===== src/rtl/calc_pkg.sv =====
// calc_pkg: shared definitions for seq_calculator.
//   - opcode encodings (OP_ADD/OP_SUB/OP_MUL/OP_DIV)
//   - FSM state encoding (IDLE/MUL_RUN/DIV_RUN/DONE)
//   - legal WIDTH range and iteration-counter width
package calc_pkg;

  localparam logic [1:0] OP_ADD = 2'b00;
  localparam logic [1:0] OP_SUB = 2'b01;
  localparam logic [1:0] OP_MUL = 2'b10;
  localparam logic [1:0] OP_DIV = 2'b11;

  typedef enum logic [1:0] {
    IDLE    = 2'b00,
    MUL_RUN = 2'b01,
    DIV_RUN = 2'b10,
    DONE    = 2'b11
  } state_t;

  localparam int WIDTH_MIN = 2;
  localparam int WIDTH_MAX = 32;

  // Wide enough to hold WIDTH_MAX iterations.
  localparam int CNT_W = $clog2(WIDTH_MAX + 1);

endpackage


===== src/rtl/calc_iter_unit.sv =====
// calc_iter_unit: shared shift/accumulate datapath for iterative MUL and DIV.
// One iteration per step; mode selected by div_mode.
//   MUL: {hi,lo} starts as {0, A}; each step adds B to hi when lo[0] is set,
//        then shifts {carry,hi,lo} right. After WIDTH steps {hi,lo} = A*B.
//   DIV: {hi,lo} starts as {0, A}; each step shifts {hi,lo} left, trial-
//        subtracts B from hi and restores on borrow; the quotient bit enters
//        lo[0]. After WIDTH steps hi = remainder, lo = quotient.
// Ports:
//   clk, rst        clock, async active-high reset
//   load            capture operands (a -> lo, b -> divisor/multiplicand)
//   step            perform one iteration
//   div_mode        1 = restoring-divide step, 0 = shift-add multiply step
//   a, b            operands
//   hi_nxt, lo_nxt  value {hi,lo} takes on this step (lets the caller latch
//                   the final answer on the last iteration edge)
module calc_iter_unit #(
  parameter int WIDTH = 8
) (
  input  logic             clk,
  input  logic             rst,
  input  logic             load,
  input  logic             step,
  input  logic             div_mode,
  input  logic [WIDTH-1:0] a,
  input  logic [WIDTH-1:0] b,
  output logic [WIDTH-1:0] hi_nxt,
  output logic [WIDTH-1:0] lo_nxt
);

  logic [WIDTH-1:0] hi, lo, opd;
  logic [WIDTH:0]   sum, shifted, diff;

  always_comb begin
    sum     = {1'b0, hi} + (lo[0] ? {1'b0, opd} : '0);
    shifted = {hi, lo[WIDTH-1]};
    diff    = shifted - {1'b0, opd};
    hi_nxt  = sum[WIDTH:1];
    lo_nxt  = {sum[0], lo[WIDTH-1:1]};
    if (div_mode) begin
      // Partial remainder stays below 2*divisor, so a clear top bit of diff
      // means the trial subtraction fits.
      if (diff[WIDTH]) begin
        hi_nxt = shifted[WIDTH-1:0];
        lo_nxt = {lo[WIDTH-2:0], 1'b0};
      end else begin
        hi_nxt = diff[WIDTH-1:0];
        lo_nxt = {lo[WIDTH-2:0], 1'b1};
      end
    end
  end

  always_ff @(posedge clk or posedge rst) begin
    if (rst) begin
      hi  <= '0;
      lo  <= '0;
      opd <= '0;
    end else if (load) begin
      hi  <= '0;
      lo  <= a;
      opd <= b;
    end else if (step) begin
      hi  <= hi_nxt;
      lo  <= lo_nxt;
    end
  end

endmodule


===== src/rtl/seq_calculator.sv =====
// seq_calculator: multi-cycle unsigned calculator with valid/ready handshake.
// ADD/SUB and divide-by-zero finish in one cycle; MUL/DIV iterate WIDTH
// cycles through calc_iter_unit. Result is registered and held until taken.
// Optional feature macro: CALC_REMAINDER_EN
//   defined   -> DIV places the remainder in result[2*WIDTH-1:WIDTH]
//   undefined -> DIV upper half is zero
// Ports:
//   clk, rst           clock, async active-high reset
//   A, B, opcode       operands and op (00 ADD, 01 SUB, 10 MUL, 11 DIV)
//   in_valid/in_ready  input handshake (ready only in IDLE)
//   result, error_flag registered outputs, qualified by out_valid
//   out_valid/out_ready output handshake
//   busy               high while iterating
module seq_calculator
  import calc_pkg::*;
#(
  parameter int WIDTH = 8
) (
  input  logic               clk,
  input  logic               rst,
  input  logic [WIDTH-1:0]   A,
  input  logic [WIDTH-1:0]   B,
  input  logic [1:0]         opcode,
  input  logic               in_valid,
  output logic               in_ready,
  output logic [2*WIDTH-1:0] result,
  output logic               error_flag,
  output logic               out_valid,
  input  logic               out_ready,
  output logic               busy
);

  state_t           state, state_nxt;
  logic [CNT_W-1:0] cnt;
  logic             accept, div_zero, last, iter_load;
  logic [WIDTH-1:0] hi_nxt, lo_nxt;

  assign in_ready  = (state == IDLE);
  assign out_valid = (state == DONE);
  assign busy      = (state == MUL_RUN) || (state == DIV_RUN);
  assign accept    = in_valid && in_ready;
  assign div_zero  = (B == '0);
  assign last      = (cnt == CNT_W'(1));
  assign iter_load = accept && ((opcode == OP_MUL) || (opcode == OP_DIV && !div_zero));

  // FSM
  always_ff @(posedge clk or posedge rst) begin
    if (rst) state <= IDLE;
    else     state <= state_nxt;
  end

  always_comb begin
    state_nxt = state;
    case (state)
      IDLE: if (accept) begin
        case (opcode)
          OP_MUL:  state_nxt = MUL_RUN;
          OP_DIV:  state_nxt = div_zero ? DONE : DIV_RUN;
          default: state_nxt = DONE;
        endcase
      end
      MUL_RUN, DIV_RUN: if (last) state_nxt = DONE;
      DONE:    if (out_ready) state_nxt = IDLE;
      default: state_nxt = IDLE;
    endcase
  end

  // Iteration counter and output registers
  always_ff @(posedge clk or posedge rst) begin
    if (rst) begin
      cnt        <= '0;
      result     <= '0;
      error_flag <= 1'b0;
    end else if (accept) begin
      error_flag <= 1'b0;
      case (opcode)
        OP_ADD: result <= (2*WIDTH)'(A) + (2*WIDTH)'(B);
        OP_SUB: result <= (2*WIDTH)'(A) - (2*WIDTH)'(B);
        OP_MUL: cnt    <= CNT_W'(WIDTH);
        default: begin
          if (div_zero) begin
            result     <= '0;
            error_flag <= 1'b1;
          end else begin
            cnt <= CNT_W'(WIDTH);
          end
        end
      endcase
    end else if (busy) begin
      cnt <= cnt - CNT_W'(1);
      // Latch the answer from the final step's next-value, saving a cycle.
      if (last) begin
        if (state == MUL_RUN) begin
          result <= {hi_nxt, lo_nxt};
        end else begin
`ifdef CALC_REMAINDER_EN
          result <= {hi_nxt, lo_nxt};
`else
          result <= {{WIDTH{1'b0}}, lo_nxt};
`endif
        end
      end
    end
  end

  calc_iter_unit #(.WIDTH(WIDTH)) u_iter (
    .clk      (clk),
    .rst      (rst),
    .load     (iter_load),
    .step     (busy),
    .div_mode (state == DIV_RUN),
    .a        (A),
    .b        (B),
    .hi_nxt   (hi_nxt),
    .lo_nxt   (lo_nxt)
  );

endmodule


===== config.mk =====
export PLATFORM = sky130hd
export DESIGN_NAME = seq_calculator
export DESIGN_NICKNAME = d
export VERILOG_FILES = /design/src/rtl/calc_pkg.sv /design/src/rtl/calc_iter_unit.sv /design/src/rtl/seq_calculator.sv
export SDC_FILE = /design/constraint.sdc
export NUM_CORES = 1
export LEC_CHECK = 0
export CAP_MARGIN = 30
export CORE_ASPECT_RATIO = 1.75
export CORE_UTILIZATION = 53
export CTS_BUF_LIST = sky130_fd_sc_hd__clkbuf_8
export DETAILED_ROUTE_END_ITERATION = 8
export PLACE_DENSITY = 0.79
export SYNTH_ARGS = -nofsm -noshare
export SYNTH_HDL_FRONTEND = slang
export SYNTH_SLANG_ARGS = --single-unit

===== constraint.sdc =====
create_clock -name clk -period 2.5 [get_ports clk]
set_input_delay 0.375 -clock clk [delete_from_list [all_inputs] [get_ports clk]]
set_output_delay 0.375 -clock clk [all_outputs]
set_load 0.02 [all_outputs]

# After elaboration in Yosys (flattened, before gate mapping)
# Index checks and enable logic that the tools add are counted.
# classes
magnitude_cmp	0
shift	0
n_addsub	5
reduce_logical	18
n_mul	0
n_eq_ne	14
n_mux	27
div	0
bitwise	0
# ops
cell	n
2-to-1 mux 16 bit	5
2-to-1 mux 8 bit	8
case mux 16 bit (3 select lines)	1
2-to-1 mux 6 bit	3
case mux 6 bit (2 select lines)	1
adder 8 x 8 -> 9 bit	1
adder 8 x 9 -> 9 bit	1
subtractor 8 x 8 -> 9 bit	1
subtractor 9 x 8 -> 9 bit	1
equality test 2 bit, second input constant	4
zero test 8 bit	1
equality test 6 x 1 -> 1 bit, second input constant	1
2-to-1 mux 2 bit	3
inequality test 2 bit, second input constant	3
case mux 2 bit (3 select lines)	1
AND reduction 3 bit	2
nonzero test 2 bit	3
subtractor 6 x 1 -> 6 bit, second input constant	1
equality test 2 x 1 -> 1 bit, second input constant	2
zero test 2 bit	2
2-to-1 mux 1 bit	4
inequality test 2 x 1 -> 1 bit, second input constant	2
inequality test 4 x 1 -> 1 bit, second input constant	1
case mux 2 bit (2 select lines)	1
other kinds (7)	11
# word_totals
out_inout_bits	20
inputBits	22
elab_cells	71
ram_bits	0
latchBits	0
n_memories	0
regBits	49
rom_bits	0

# Longest topological paths before layout
# Gate-level depths: netlist of the first run.
# depth
word_depth	7
ltp_mapped	10
mapped_depth_nobuf	10

# Modules after synthesis
# Synthesis of the first run repeated with hierarchy kept, for this count alone.
# hier_totals
cells_unflattened	462
area_unflattened_um2	4078.9
# by_module_without_submodules
mod	cells_each	instances	seq_area_each_um2	area_each_um2
calc_iter_unit	231	1	600.6	2045.7
seq_calculator	231	1	625.6	2033.2

# Worst setup path before layout of the first run
# No wires, ideal clock.
# synth_path
path_type	flip-flop to flip-flop
start	reg u_iter.opd[0]
end	reg u_iter.hi[6]
synth_period_minus_slack_ns	2.544
slack_ns	-0.044
required_ns	2.367
path_buffers	0
stages_incl_launch_ff	10
arrival_ns	2.412
setup_time_ns	0.133
cell_sequence	dfrtp_1 -> ha_1 -> fa_1 -> nand2b_1 -> a211oi_4 -> o2111a_2 -> nor2_8 -> mux2_4 -> a211oi_2 -> nor3_1
# synth_via
elab_chain_cells	5
word_cells_on_any_way	7
cone_classes	add/sub (2); mux (5)
# synth_lines
element	line	rtl
start, declared	calc_iter_unit.sv:30	logic [WIDTH-1:0] hi, lo, opd;
start signal, assigned	calc_iter_unit.sv:56	opd <= '0;
start signal, assigned	calc_iter_unit.sv:60	opd <= b;
2-to-1 mux 8 bit / subtractor 9 x 8 -> 9 bit (equally long branches)	calc_iter_unit.sv:34, calc_iter_unit.sv:36	
adder 8 x 9 -> 9 bit / 2-to-1 mux 8 bit (equally long branches)	calc_iter_unit.sv:34, calc_iter_unit.sv:42	
2-to-1 mux 8 bit (*)	calc_iter_unit.sv:39	if (div_mode) begin
2-to-1 mux 8 bit (*)	calc_iter_unit.sv:61	end else if (step) begin
2-to-1 mux 8 bit (*)	calc_iter_unit.sv:57	end else if (load) begin
end signal, assigned	calc_iter_unit.sv:62	hi <= hi_nxt;
end, declared	calc_iter_unit.sv:30	
# Mark *: on every way between the ends. The rest lies on a longest branch, timed or not. The select of a mux whose other input is x is not followed.
# A chain may end at the register's enable or synchronous reset.

# Final worst setup path of the first run
# layout_path
start	reg u_iter.opd[0]
end	reg u_iter.hi[2]
# Same word-level chain as after synthesis.

==> impl_metrics.toml, run 1 <==
[worst_setup_path]
startpoint_type = "flip-flop"
max_stage_delay_ns = 0.43
cp_slowest_cell = "dfrtp_1"
ff2ff_setup_slack_ns = -0.04
worstSetupEndpointType = "flip-flop"
critPathKind = "reg -> reg"
cp_data_arrival_time_ns = 2.75
worstPathMaxFanout = 6
critical_path_required_ns = 2.70
path_cells = "ha_2, fa_2, nand2b_4, a211oi_4, buf_6, o21ai_4, nor2_8, mux2_2, nand2_2, a311oi_1"

[sta]
rsz0062_at_grt = "true"
skew_ns = 0.00691
tightest_slew_ns = 0.641
setup_viol = 9
finalCritPeriodShare_pct = 102
max_clock_freq_ghz = 0.394
finalHoldViolations = 0
postLayoutSetupSlackWorst_ns = -0.0405
period_minus_slack_ns = 2.54
slew-limit-headroom_pct = 57.3
slew_violations = 0

[power]
peakVddDrop_uv = 607
powerDensity_mw_per_mm2 = 1560
leakagePower_nw = 2.23
power_mw = 7.80

[worst_hold_path]
hold_class = "reg -> reg"

[logic_synthesis]
postSynthRegisterBits = 49
synth_enable_flop_cells = 0
syn_area_mm2 = 0.00391
async_flop_share_pct = 100
synthTopCellsByArea = "dfrtp_1, ha_1, o21ai_0"
ys_types = 62
synth_cells = 452
yosysWarnings = 0
avgSynthCellArea_um2 = 8.65
synth_nets = 517
synth_ff_type = "dfrtp_1"
synthTopCellsByCount = "dfrtp_1, ha_1, inv_1, nand2_1, nor2_1"
yosys.area.top_type_share_pct = 31.4
synth.most_common_cell = "dfrtp_1"
synth_area_leader_cell = "dfrtp_1"
yosysSeqAreaShare_pct = 31.4

[grt]
track_usage_pct = 31.6
grt_pass1_vias = 3788
grt_antenna_before_repair = 0
grt_pass1_wl_mm = 18.0
grt_max_degree = 50
grt_overflow = 0

[place]
globalplace.congestion = 0.964
io_buffers = 41
dpl.cell_count = 610
dp_hpwl_mm = 8.62

[floorplan]
fp-row-count = 41
die_area_mm2 = 0.00774
die_h_um = 116
start_util_pct = 54.4
coreArea_mm2 = 0.00718
ios = 42
dieWidth_um = 66.9

[clock_network]
numCtsBuffers = 5
hold_buffers = 0
clk_pin_slew_ns = 0.10
cts_tree = "yes"
clk_path_buf_depth = 2
cts_num_sinks = 49
insertion_delay_ns = 0.33
root_buffer = "clkbuf_8"
h-tree-depth = 2

[drt]
vias = 3713
vias_per_cell = 5.96
wl_per_cell_um = 17.8
drt_wl_total_mm = 11.1
drtIter0Drc = 259
drc_errors = 0
ant_nets = 0
drt-pass1-iter-count = 6

[outcome]
outcome = "finished, violations left"
violations = "setup timing"

[layout]
finish.net_count = 601
stdcell_count = 623
area_growth_pct = 27.8
antenna_cells = 0
layout-drive-gt1-share_pct = 19.2

[job]
drv_cap = 0
-- sequential cells by signal (all words and copies together) (netlist names) --
name        cells
result         16
u_iter.opd      8
state           2
cnt             6
error_flag      1
u_iter.lo       8
u_iter.hi       8
-- worst paths after layout --
kind | to | start | cells past startpoint
worst max-delay path | u_iter.hi[2] | u_iter.opd[0] | 10
worst min-delay path | error_flag | error_flag | 2
worst max register to register | u_iter.hi[2] | u_iter.opd[0] | 10
worst min register to register | error_flag | error_flag | 2
max in group asynchronous | u_iter.opd[0] | rst | 3
min in group asynchronous | cnt[2] | rst | 3
-- through the flow --
step                      hold slack, ns  instance area [µm²]  worst slack (ns)  setup TNS, ns  util (%)
final                              0.494                 4990           -0.0405         -0.246      69.5
after floorplan                    0.492                 3920            0.0174              0         -
after CTS                          0.497                 4900           -0.0457         -0.217      68.2
after global placement             0.477                 4760            -0.203          -2.13      66.3
after detailed placement           0.474                 4760            -0.229          -2.96      66.3
after global routing               0.547                 4990            -0.145          -1.50      69.5
-- layout by cell type (no fill, tap or decap), types with 5 or more instances in the layout --
cell and count:
dfrtp_1 49, buf_4 49, clkdlybuf4s50_1 41, nand2_1 38, inv_1 37, nor2_1 37
ha_1 37, o21ai_0 34, a21oi_1 23, xnor2_1 13, nor3_1 10, nand3_1 10
and2_1 8, nand2b_1 8, o21a_1 8, mux2i_1 7, xor2_1 7, o221ai_1 6
a31oi_1 6, a21o_1 6, a21oi_2 5, mux2_2 5, nor2b_1 5, a211oi_1 5
clkbuf_8 5
-- where the power goes --
part           switching, mW  internal, mW  leakage (nW)
Combinational           3.08          2.66          1.59
Sequential             0.331          1.20         0.596
Clock                  0.315         0.204        0.0423
Total                   3.72          4.07          2.23
-- routing by layer --
metal / vias to the layer above / wire, µm / GRT usage [%]
li1: 1774 / - / -
met1: 1792 / 3910 / 33.5
met2: 101 / 6130 / 56.7
met3: 46 / 319 / 3.74
met4: 0 / 728 / 20.9
met5: - / 0 / 0
-- cells by family after synthesis --
kind of cell,count (synthesis),synth area share (%)
AOI/OAI and AO/OA,138,23.9
and+or+nand+nor,131,16.1
buffers and inverters,56,5.41
DFF,49,31.4
adders and majority gates,43,14.5
xor gates and xnor gates,20,4.48
muxes,15,4.26
-- worst max-delay path, delay by kind of cell (launching register included) --
kind | cells | cell delay, ns
adders and majority gates | 2 | 0.58
and+or+nand+nor | 3 | 0.47
DFF | 1 | 0.43
AOI/OAI and AO/OA | 3 | 0.42
muxes | 1 | 0.37
buffers and inverters | 1 | 0.15
-- repair_timing --
action | 4_1_cts | 5_1_grt
setup endpoints to repair | 14 | 19
buffers inserted | 3 | 3
pin swaps | 8 | 14
endpoints found under the hold margin | 0 | 0
gates resized for setup | 9 | 17
-- cell type report --
cell class | count | area, µm²
Clock buffer | 5 | 68.8
Timing Repair Buffer | 93 | 821
Sequential cell | 49 | 1230
Clock inverter | 3 | 26.3
Fill cell | 590 | 2190
Inverter | 40 | 150
Tap cell | 86 | 108
Multi-Input combinational cell | 347 | 2590
No activity file was read; power rests on OpenSTA's default activity.
==> inputs of run 2 (changes only) <==
--- a/config.mk
+++ b/config.mk
@@ -7,6 +7,7 @@
 export LEC_CHECK = 0
 export CAP_MARGIN = 30
 export CORE_ASPECT_RATIO = 1.75
+export CORE_MARGIN = 2
 export CORE_UTILIZATION = 53
 export CTS_BUF_LIST = sky130_fd_sc_hd__clkbuf_8
 export DETAILED_ROUTE_END_ITERATION = 8
==> run 2 against run 1 <==
The flow still finishes with violations (setup timing). Highest routed layer unchanged. Fmax shrank 2.5%. Flip-flop and latch count did not move. Non-clock buffer count grew 5. Final cell count rose by 0.80%. Final area rose by 2.4%. Critical path depth decreased by 1. Global-route usage shrank 1.3 points. Largest power group unchanged.
==> impl_metrics.toml, run 2 (same netlist as run 1, synthesis figures left out) <==
[power]
pwr-share-comb_pct = 74.4
peakVddDrop_uv = 652
switchingPower_mw = 3.94
clockPowerShare_pct = 7.3
powerDensity_mw_per_mm2 = 1620
internal_power_mw = 4.34
pwr-share-seq_pct = 18.3
swShare_pct = 47.6
leakagePower_nw = 2.29
power_mw = 8.28

[sta]
max_clock_freq_ghz = 0.384
postLayoutSetupSlackWorst_ns = -0.105
slew_violations = 0
setup_viol = 14
finalCritPeriodShare_pct = 104
slew-limit-headroom_pct = 64.5
tightest_slew_ns = 0.525
period_minus_slack_ns = 2.61
rsz0062_at_grt = "true"
skew_ns = 0.0179
finalHoldViolations = 0

[outcome]
outcome = "finished, violations left"
violations = "setup timing"

[floorplan]
fp-row-count = 41
coreArea_mm2 = 0.00718
die_area_mm2 = 0.00810
dieWidth_um = 68.9
ios = 42
die_h_um = 118
start_util_pct = 54.4

[grt]
grt_overflow = 0
track_usage_pct = 30.3
met3_usage_pct = 3.92
met1_usage_pct = 32.3
grt_max_degree = 42
grt_antenna_before_repair = 0
grt_busiest_layer = "met2"
grt_pass1_wl_mm = 18.3
use_met2_pct = 52.3
grt_pass1_vias = 3899

[layout]
fillers = 558
area_growth_pct = 30.8
seqCellArea_mm2 = 0.00123
final_common_cell = "buf_4"
layout-drive-gt1-share_pct = 20.7
largest_register = "result"
antenna_cells = 0
largest_register_ffs = 16
finish.net_count = 606
layout_common_cells = "buf_4, dfrtp_1, clkdlybuf4s50_1"
multiInputGateArea_mm2 = 0.00265

[place]
dp_hpwl_mm = 8.79
io_buffers = 41
pre_cts_slack_ns = -0.210
globalplace.congestion = 0.934

[clock_network]
clk_pin_slew_ns = 0.11
h-tree-depth = 2
insertion_delay_ns = 0.33
hold_buffers = 0
root_buffer = "clkbuf_8"
numCtsBuffers = 5
cts_tree = "yes"
cts_num_sinks = 49
clk_path_buf_depth = 2

[worst_setup_path]
worstPathMaxFanout = 3
r2r_end = "result[15]"
startpoint_type = "flip-flop"
cp_data_arrival_time_ns = 2.82
r2r_start = "u_iter.hi[0]"
worstSetupEndpointType = "flip-flop"
critPathKind = "reg -> reg"
worstRegToRegCells = 9
critical_path_required_ns = 2.71
ff2ff_setup_slack_ns = -0.11

[drt]
ant_nets = 0
drt_wl_total_mm = 11.7
drt-pass1-iter-count = 5
vias = 3875
drtIter0Drc = 323
vias_per_cell = 6.17
drc_errors = 0
wl_per_cell_um = 18.7

[job]
drv_cap = 0

[worst_hold_path]
hold_class = "in -> async"
run 2: how the worst max path moves through the flow:
stage,start,endpoint,cells after the start
finish,u_iter.hi[0],result[15],9
CTS,u_iter.opd[0],result[15],10
global route,u_iter.hi[0],result[15],9
detailed placement,A[0],result[14],10
global placement,A[0],result[14],10
floorplan,u_iter.opd[0],u_iter.hi[6],9
run 2: per-stage QoR:
step	instances	setup TNS [ns]	utilization, %	hold WS, ns	cell area [µm²]
after floorplan	452	0	-	0.492	3920
after global placement	612	-1.77	66.5	0.477	4770
after detailed placement	612	-2.45	66.5	0.477	4770
after CTS	623	-0.341	69.2	0.350	4970
after global routing	628	-2.17	71.2	0.366	5110
final	628	-0.540	71.2	0.321	5110
run 2: critical path, stage by stage, from the launching register on:
cell      delay, ns
dfrtp_1        0.42
buf_4          0.16
ha_1           0.27
nor2b_1        0.15
o31a_1         0.26
o41ai_1        0.52
xnor2_1        0.16
mux2_4         0.29
o211ai_1       0.18
a21oi_1        0.10
run 2: power groups by stage:
| stage | Clock [mW] | Combinational [mW] | Sequential [mW] |
|---|---|---|---|
| 6_report | 0.603 | 6.16 | 1.52 |
| 5_1_grt | 0.641 | 6.62 | 1.57 |
| 4_1_cts | 0.598 | 5.62 | 1.50 |
| 3_5_place_dp | 0 | 5.34 | 1.51 |
| 3_3_place_gp | 0 | 5.18 | 1.49 |
| 2_1_floorplan | 0 | 3.44 | 1.62 |
run 2: cell type report:
cell class                      count  share of cell area (%)
Multi-Input combinational cell    347                    51.9
Clock inverter                      3                   0.832
Sequential cell                    49                    24.0
Inverter                           40                    2.94
Tap cell                           86                    2.11
Timing Repair Buffer               98                    16.9
Clock buffer                        5                    1.35
run 2: per-layer routing:
layer  wire length, µm  part of all wire (%)
met1              3990                    34
met2              6260                    53
met3               539                   4.6
met4               946                   8.1
met5                 0                     0
run 2: timing repair:
action | 4_1_cts | 5_1_grt
endpoints found under the setup margin | 17 | 18
pin swaps | 15 | 22
cloned | 0 | 0
gates resized for setup | 15 | 21
setup buffers | 4 | 5
==> inputs of run 3 (changes only) <==
--- a/config.mk
+++ b/config.mk
@@ -5,13 +5,12 @@
 export SDC_FILE = /design/constraint.sdc
 export NUM_CORES = 1
 export LEC_CHECK = 0
-export CAP_MARGIN = 30
 export CORE_ASPECT_RATIO = 1.75
 export CORE_MARGIN = 2
 export CORE_UTILIZATION = 53
 export CTS_BUF_LIST = sky130_fd_sc_hd__clkbuf_8
 export DETAILED_ROUTE_END_ITERATION = 8
-export PLACE_DENSITY = 0.79
+export PLACE_DENSITY_LB_ADDON = 0.3
 export SYNTH_ARGS = -nofsm -noshare
 export SYNTH_HDL_FRONTEND = slang
 export SYNTH_SLANG_ARGS = --single-unit
==> run 3 against run 2 <==
The run still ends with setup timing left. Largest cell class unchanged. Register-to-register slack improved by 0.03 ns. Largest power group unchanged. Utilization fell by 0.68 points. Routed wire length is 0.99% lower. Clock skew fell by 0.014 ns. Via count decreased by 2.7%. Count of clock-buffer cells in the layout unchanged. Fmax increased by 1.3%. First-iteration DRC count down 33%. Power down 4.6%.
==> impl_metrics.toml, run 3 (same netlist as run 1, synthesis figures left out) <==
[sta]
finalHoldViolations = 0
tightest_slew_ns = 0.672
holdWs_ns = 0.462
postLayoutSetupSlackWorst_ns = -0.0715
slew_violations = 0
finalCritPeriodShare_pct = 103
period_minus_slack_ns = 2.57
rsz0062_at_grt = "true"
setup_viol = 11
skew_ns = 0.00406
max_clock_freq_ghz = 0.389
slew-limit-headroom_pct = 55.1

[clock_network]
clk_pin_slew_ns = 0.10
cts_num_sinks = 49
h-tree-depth = 2
hold_buffers = 0
insertion_delay_ns = 0.32
cts_tree = "yes"
numCtsBuffers = 5
root_buffer = "clkbuf_8"
clk_path_buf_depth = 2

[drt]
drt_wl_total_mm = 11.6
vias = 3771
wl_per_cell_um = 18.4
drt-pass1-iter-count = 4
drtIter0Drc = 215
ant_nets = 0
drc_errors = 0
vias_per_cell = 5.98

[power]
powerDensity_mw_per_mm2 = 1560
swShare_pct = 48.1
switchingPower_mw = 3.80
peakVddDrop_uv = 605
clockPowerShare_pct = 6.3
internal_power_mw = 4.10
leakagePower_nw = 2.28
pwr-share-seq_pct = 19.3
pwr-share-comb_pct = 74.4

[worst_hold_path]
hold_class = "in -> async"

[grt]
grt_pass1_vias = 4000
track_usage_pct = 30.9
grt_antenna_before_repair = 0
grt_max_degree = 42
grt_pass1_wl_mm = 18.9
grt_overflow = 0

[layout]
layout_common_cells = "buf_4, dfrtp_1, clkdlybuf4s50_1"
fin_area_mm2 = 0.00506
area_growth_pct = 29.5
stdcell_count = 631
final_common_cell = "buf_4"
largest_register_ffs = 16
antenna_cells = 0
utilization_pct = 70.5
largest_register = "result"
layout-drive-gt1-share_pct = 20.4
finish.net_count = 609

[worst_setup_path]
worstPathMaxFanout = 6
max_stage_delay_ns = 0.44
path_buf_inv = 1
worstSetupEndpointType = "flip-flop"
ff2ff_setup_slack_ns = -0.07
r2r_end = "result[9]"
cp_slowest_cell = "dfrtp_1"
path_cells = "ha_4, fa_2, nand2b_4, a211oi_4, o2111a_2, nor2_8, o21ai_1, a211oi_1, buf_4, o22a_1"
startpoint_type = "flip-flop"
path_delay_family = "compound AO/OA/AOI/OAI gates"
worstRegToRegCells = 10
critPathKind = "reg -> reg"
critical_path_required_ns = 2.72
cp_data_arrival_time_ns = 2.79
r2r_start = "u_iter.opd[0]"

[place]
io_buffers = 41
placed_area_mm2 = 0.00483
globalplace.congestion = 0.951
pre_cts_slack_ns = -0.255
dp_hpwl_mm = 8.93
dpl.cell_count = 619

[floorplan]
fp-row-count = 41
start_util_pct = 54.4
die_area_mm2 = 0.00810
ios = 42
die_h_um = 118
dieWidth_um = 68.9
coreArea_mm2 = 0.00718

[outcome]
violations = "setup timing"
outcome = "finished, violations left"

[job]
drv_cap = 0
run 3: how the worst max path moves through the flow:
stage,start,endpoint,depth (start not counted)
floorplan,u_iter.opd[0],u_iter.hi[6],9
global placement,A[0],result[14],10
detailed placement,A[0],result[14],10
CTS,u_iter.opd[0],u_iter.hi[4],12
global route,u_iter.lo[7],result[8],12
finish,u_iter.opd[0],result[9],10
run 3: power by group through the flow:
stage               sequential [mW]  clock (mW)  combinational (mW)
detailed placement             1.52           0                5.28
CTS                            1.52       0.500                5.59
global placement               1.50           0                5.10
global route                   1.57       0.530                6.35
finish                         1.52       0.498                5.88
floorplan                      1.62           0                3.44
run 3: final cells by class:
cell class / count / area [µm²]
Fill cell: 593 / 2120
Multi-Input combinational cell: 347 / 2610
Inverter: 40 / 150
Timing Repair Buffer: 101 / 881
Tap cell: 86 / 108
Sequential cell: 49 / 1230
Clock inverter: 3 / 17.5
Clock buffer: 5 / 68.8
run 3: metrics by stage:
stage          power, mW  TNS, ns
6_report            7.90   -0.444
5_1_grt             8.45    -1.31
4_1_cts             7.61   -0.241
3_5_place_dp        6.81    -2.83
3_3_place_gp        6.60    -2.16
2_1_floorplan       5.06        0
run 3: repair_timing:
item,4_1_cts,5_1_grt
pin swaps,10,7
endpoints found under the setup margin,15,17
buffers inserted,4,2
gates resized for setup,14,15
run 3: metal layers:
layer / global-route usage [%] / share of wire (%) / up-vias
met1: 32.1 / 35 / 1806
met3: 4.59 / 3.2 / 59
met4: 21.4 / 7.2 / 0
met5: 0 / 0 / -
li1: - / - / 1791
met2: 53.5 / 55 / 115
